--- src/rtl/rot_sweep_pkg.sv ---
// Shared types and helpers for the rotate-sweep controller.
package rot_sweep_pkg;
  localparam int DATA_W = 8;
  localparam int AMT_W  = 3;

  typedef enum logic [1:0] {IDLE, RUN, DONE} state_t;

  // Left rotation expressed as a right-rotate amount: (8-k) mod 8.
  function automatic logic [AMT_W-1:0] step_to_amt(input logic [AMT_W-1:0] k, input logic dir);
    return dir ? (AMT_W'(0) - k) : k;
  endfunction
endpackage

--- src/rtl/rot_sweep_ctrl_tick.sv ---
// Mod-M tick counter: counts while enabled, synchronous clear, tick at M-1.
module mod_m_tick #(
  parameter int M = 10_000_000
) (
  input  logic clk,
  input  logic reset_n,
  input  logic en,
  input  logic clr,
  output logic tick
);
  localparam int W = (M > 1) ? $clog2(M) : 1;

  logic [W-1:0] cnt;

  always_ff @(posedge clk or negedge reset_n) begin
    if (!reset_n)  cnt <= '0;
    else if (clr)  cnt <= '0;
    else if (en)   cnt <= (cnt == W'(M-1)) ? '0 : cnt + 1'b1;
  end

  assign tick = en && (cnt == W'(M-1));
endmodule

--- src/rtl/rot_sweep_ctrl.sv ---
// Sweeps the rotate amount for a downstream rotate-right shifter.
// ROT_SWEEP_BOUNCE_EN selects a ping-pong k sequence instead of wrapping.
module rot_sweep_ctrl
  import rot_sweep_pkg::*;
#(
  parameter int TICK_CNT = 10_000_000
) (
  input  logic              clk,
  input  logic              reset_n,
  input  logic              start,
  input  logic              stop,
  input  logic [DATA_W-1:0] data_in,
  input  logic              dir,
  input  logic              cont,
  output logic [DATA_W-1:0] a,
  output logic [AMT_W-1:0]  amt,
  output logic              step_valid,
  output logic              busy,
  output logic              done
);
  state_t           state;
  logic [AMT_W-1:0] k, k_nxt;
  logic             dir_q, cont_q;
  logic             go, last, tick, cnt_clr;

  assign go      = (state == IDLE) && start && !stop;
  assign cnt_clr = stop || (state != RUN);

  mod_m_tick #(.M(TICK_CNT)) u_tick (
    .clk     (clk),
    .reset_n (reset_n),
    .en      (state == RUN),
    .clr     (cnt_clr),
    .tick    (tick)
  );

`ifdef ROT_SWEEP_BOUNCE_EN
  // down marks the descending half; k=0 with down set is the final step.
  logic down, down_nxt;

  always_comb begin
    last     = (k == '0) && down;
    k_nxt    = k + 1'b1;
    down_nxt = down;
    if (down) begin
      if (k == '0) begin
        k_nxt    = AMT_W'(1);
        down_nxt = 1'b0;
      end else begin
        k_nxt = k - 1'b1;
      end
    end else if (k == '1) begin
      k_nxt    = k - 1'b1;
      down_nxt = 1'b1;
    end
  end

  always_ff @(posedge clk or negedge reset_n) begin
    if (!reset_n)                         down <= 1'b0;
    else if (go || (state != RUN) || stop) down <= 1'b0;
    else if (tick)                        down <= down_nxt;
  end
`else
  always_comb begin
    last  = (k == '1);
    k_nxt = k + 1'b1;
  end
`endif

  always_ff @(posedge clk or negedge reset_n) begin
    if (!reset_n) begin
      state      <= IDLE;
      a          <= '0;
      amt        <= '0;
      k          <= '0;
      dir_q      <= 1'b0;
      cont_q     <= 1'b0;
      step_valid <= 1'b0;
      busy       <= 1'b0;
      done       <= 1'b0;
    end else begin
      step_valid <= 1'b0;
      done       <= 1'b0;
      case (state)
        IDLE: if (go) begin
          a          <= data_in;
          dir_q      <= dir;
          cont_q     <= cont;
          k          <= '0;
          amt        <= '0;
          step_valid <= 1'b1;
          busy       <= 1'b1;
          state      <= RUN;
        end
        RUN: begin
          if (stop) begin
            state <= IDLE;
            amt   <= '0;
            k     <= '0;
            busy  <= 1'b0;
          end else if (tick) begin
            if (last && !cont_q) begin
              state <= DONE;
              busy  <= 1'b0;
            end else begin
              k          <= k_nxt;
              amt        <= step_to_amt(k_nxt, dir_q);
              step_valid <= 1'b1;
            end
          end
        end
        DONE: begin
          done  <= 1'b1;
          amt   <= '0;
          k     <= '0;
          state <= IDLE;
        end
        default: state <= IDLE;
      endcase
    end
  end
endmodule

--- config.mk ---
export PLATFORM = sky130hd
export DESIGN_NAME = rot_sweep_ctrl
export DESIGN_NICKNAME = d
export VERILOG_FILES = /design/src/rtl/rot_sweep_pkg.sv /design/src/rtl/rot_sweep_ctrl_tick.sv /design/src/rtl/rot_sweep_ctrl.sv
export SDC_FILE = /design/constraint.sdc
export NUM_CORES = 1
export LEC_CHECK = 0
export ABC_AREA = 0
export BUFFER_PORTS_ARGS = -buffer_cell sky130_fd_sc_hd__buf_4
export CORE_MARGIN = 2
export CORE_UTILIZATION = 40
export CTS_BUF_LIST = sky130_fd_sc_hd__clkbuf_8
export CTS_CLUSTER_SIZE = 24
export DETAILED_ROUTE_END_ITERATION = 7
export MAX_ROUTING_LAYER = met4
export PLACE_DENSITY = 0.55
export REMOVE_ABC_BUFFERS = 1
export SLEW_MARGIN = 20
export SYNTH_ARGS = -nofsm -noshare
export SYNTH_HDL_FRONTEND = slang
export SYNTH_HIERARCHICAL = 1
export SYNTH_SLANG_ARGS = --single-unit
--- constraint.sdc ---
create_clock -name clk -period 2.41 [get_ports clk]
set_input_delay 0 -clock clk [delete_from_list [all_inputs] [get_ports clk]]
set_output_delay 0 -clock clk [all_outputs]
set_load 0.01 [all_outputs]
==> metrics.txt <==
data required time of the critical path 2.62 ns; DRT Pass-1 Iters 4; kind of cell with the highest combined delay on the critical path simple AND/OR/NAND/NOR gates; cell types with the largest area share after synthesis sky130_fd_sc_hd__dfrtp_1 (47%), sky130_fd_sc_hd__mux2_2 (5.3%), sky130_fd_sc_hd__o31ai_1 (2.9%); worst hold path depth 3; cell count after synthesis 213; largest net degree at the start of global routing 45; cell taking the most area after synthesis sky130_fd_sc_hd__dfrtp_1; longest individual stage delay on the worst path 0.56 ns; run status finished clean; Slew Limit Headroom about 63%; deepest clock path buffer count 2; CP Class flop to flop; EDFF count, synth 0; combined flip-flop and latch cell area 1100 sq um; master of the slowest instance on the critical path sky130_fd_sc_hd__or4_1; effective utilization at floorplan 42.0%; per-cell routed wire length roughly 15 um; crit share post-route 90.2%; H-tree lvl count 2; number of cell rows 27; arrival time of the worst setup path approximately 2.4 ns; Sum Neg Setup Slack 0 ns; post-synthesis instance area around 2300 sq um; max-cap viol count 0; antenna violations before repair 0; global-route wire length before repair 8450 um; ys async rst share between 90% and 100%; post-synthesis register bit count 44; worst supply voltage drop on vdd 0.364 mV; share of cells above drive strength 1 27.3%; via count normalized by instance count between 5 and 6; via count of the first global-routing pass 1758; area share of the largest cell type after synthesis 47.0%; number of setup violations in the final report 0; half-perimeter wire length after placement 3410 um; clock-pin slew reported for the worst setup and hold paths after clock tree synthesis 0.08 ns; final estimated routing congestion in global placement around 0.8; Clk Tree Root Cell sky130_fd_sc_hd__clkbuf_8; combined global-route utilization of all metal layers 17.1%; number of DRC violations after detailed routing 0; remaining global-route overflow 0; count of cell instances traversed by the critical path 7; area of combinational cells with multiple inputs 1150 sq um; Critical Path Most Common Cell sky130_fd_sc_hd__nor2b_4; vias post-DR 1821; average instance area after synthesis 11.0 sq um; number of ports placed on the die boundary 28; Final Critical Period roughly 2.2 ns; Port Buffer Count 27; Die Y-Extent 80.5 um; total clock buffers created by CTS 5; Critical Path Start Type flop; later-pin clock latency in the skew report 0.29 ns; total count of hold-check failures in the final report 0; Yosys Warn Count 6; total number of clock tree sinks 44; Die Wd 80.5 um; setup repair bufs after CTS 0; static leakage 0.00116 uW; Critical Path Sink Type flop; overall routed net length 4890 um; Cell variety after synth 59; largest clock skew in the final design about 0.0063 ns; fraction of the yosys area taken by sequential cells a little under half; remaining number of nets flagged by the antenna check after routing 0; cell count of the worst reg-to-reg path 7; 1st-iter DRT viols 87; cells along the critical path nor2b_4 -> nor2b_4 -> inv_2 -> o211a_1 -> nand2_1 -> or4_1 -> a21oi_1; pwr/cell area 522 nW/um^2; TritonCTS clock tree built; total core area 5570 sq um; commonest register cell after synthesis sky130_fd_sc_hd__dfrtp_1; crit path buf inv count 1; worst slew pin tran 0.561 ns; CP max FO 15; total count of max-transition violations in the final report 0; Hold Worst Slack 0.0449 ns; post-layout net count around 270; P&R area growth vs syn 20.5%; die area 6480 sq um; number of filler instances in the final layout between 500 and 600; class of the tightest hold or removal check input pin to flop; antenna diode count 0; unrepaired setup endpoints after global routing no; top achievable clock speed around 460 MHz
[report_power, final]
part           internal [uW]  switching, uW  leakage [uW]
sequential               781           26.3      0.000587
combinational            133            106      0.000532
clock                    193            233     0.0000452
total                   1110            365       0.00116
[registers in the layout, indices dropped and copies added (netlist names)]
| register | count |
|---|---|
| u_tick/cnt | 24 |
| a | 8 |
| k | 3 |
| amt | 2 |
| state | 2 |
| busy | 1 |
| cont_q | 1 |
| dir_q | 1 |
| done | 1 |
| step_valid | 1 |
[metal layers]
| layer | share of wire (%) | track usage, % | wire length, um | vias to the layer above |
|---|---|---|---|---|
| li1 | - | - | - | 894 |
| met1 | 49 | 23.0 | 2410 | 892 |
| met2 | 47 | 26.4 | 2280 | 29 |
| met3 | 3.0 | 3.60 | 148 | 6 |
| met4 | 1.0 | 4.58 | 50 | 0 |
| met5 | 0 | - | 0 | - |
[worst paths after layout]
path	startpoint	to	slack, ns
worst max-delay path	state[0]	u_tick/cnt[17]	0.24
worst min-delay path	start	busy	0.04
worst max register to register	state[0]	u_tick/cnt[17]	0.24
worst min register to register	a[5]	a[5]	0.51
max in group asynchronous	reset_n	u_tick/cnt[0]	1.78
min in group asynchronous	reset_n	amt[2]	0.23
[cells by family (layout without fill, tap and decap cells)]
logic type      Yosys count  in the layout  synth area share (%)
simple gates             86             86                  23.6
flops                    44             44                  47.0
compound gates           43             43                  14.5
buf+inv                  15             58                  3.74
mux                      11             11                  5.29
xor+xnor                 10             10                  3.74
fa+ha+maj                 4              4                  2.14
[repair_timing]
action                                  in CTS  in global routing
resized for setup                            0                  0
hold endpoints to repair                    55                  0
hold buffers                                12                  0
endpoints found under the setup margin       0                  0
[synthesized netlist by cell type, drive strengths merged, types with 2 or more instances]
cell and count:
nand2b 4, clkbuf 3, nand3b 2, mux2 11, or3 4, nor4 5, nand4 7, buf 5
a21oi 11, ha 4, xor2 5, xnor2 5, o21ai 4, nor2b 3, or2 2, o22ai 2
o211ai 2, nand2 11, inv 7, o31ai 9, or4 10, nand3 9, nor3 6, dfrtp 44
nor2 13, and3 3, a22o 4, and4 3, o41ai 2
[through the flow]
stage,setup slack (ns),power (uW),area (sq um),utilization [%],instances
2_1_floorplan,0.318,933,2280,-,205
3_3_place_gp,0.329,1050,2620,47.0,309
3_5_place_dp,0.281,1050,2620,47.0,309
4_1_cts,0.252,1500,2820,50.6,328
5_1_grt,0.0573,1560,2820,50.6,328
6_report,0.235,1470,2820,50.6,328
[layout by cell type (no fill, tap or decap), drive strengths merged, types with 2 or more instances in the layout]
cell,count
a21oi,11
a22o,4
and3,3
and4,3
buf,32
clkbuf,5
dfrtp,44
dlygate4sd3,12
ha,4
inv,8
mux2,11
nand2,11
nand2b,4
nand3,9
nand3b,2
nand4,7
nor2,13
nor2b,3
nor3,6
nor4,5
o211ai,2
o21ai,4
o22ai,2
o31ai,9
o41ai,2
or2,2
or3,4
or4,10
xnor2,5
xor2,5
[worst min-delay path, cell delays in order]
cell	delay, ns
sky130_fd_sc_hd__buf_4	0.09
sky130_fd_sc_hd__a22oi_1	0.07
sky130_fd_sc_hd__o22ai_1	0.13
[cell type report]
| cell class | instances | area share (%) |
|---|---|---|
| Multi-Input combinational cell | 154 | 40.9 |
| Sequential cell | 44 | 39.0 |
| Timing Repair Buffer | 44 | 13.2 |
| Tap cell | 72 | 3.19 |
| Clock buffer | 5 | 2.44 |
| Inverter | 7 | 0.932 |
| Clock inverter | 2 | 0.311 |
Power figures use the tool's default switching activity.
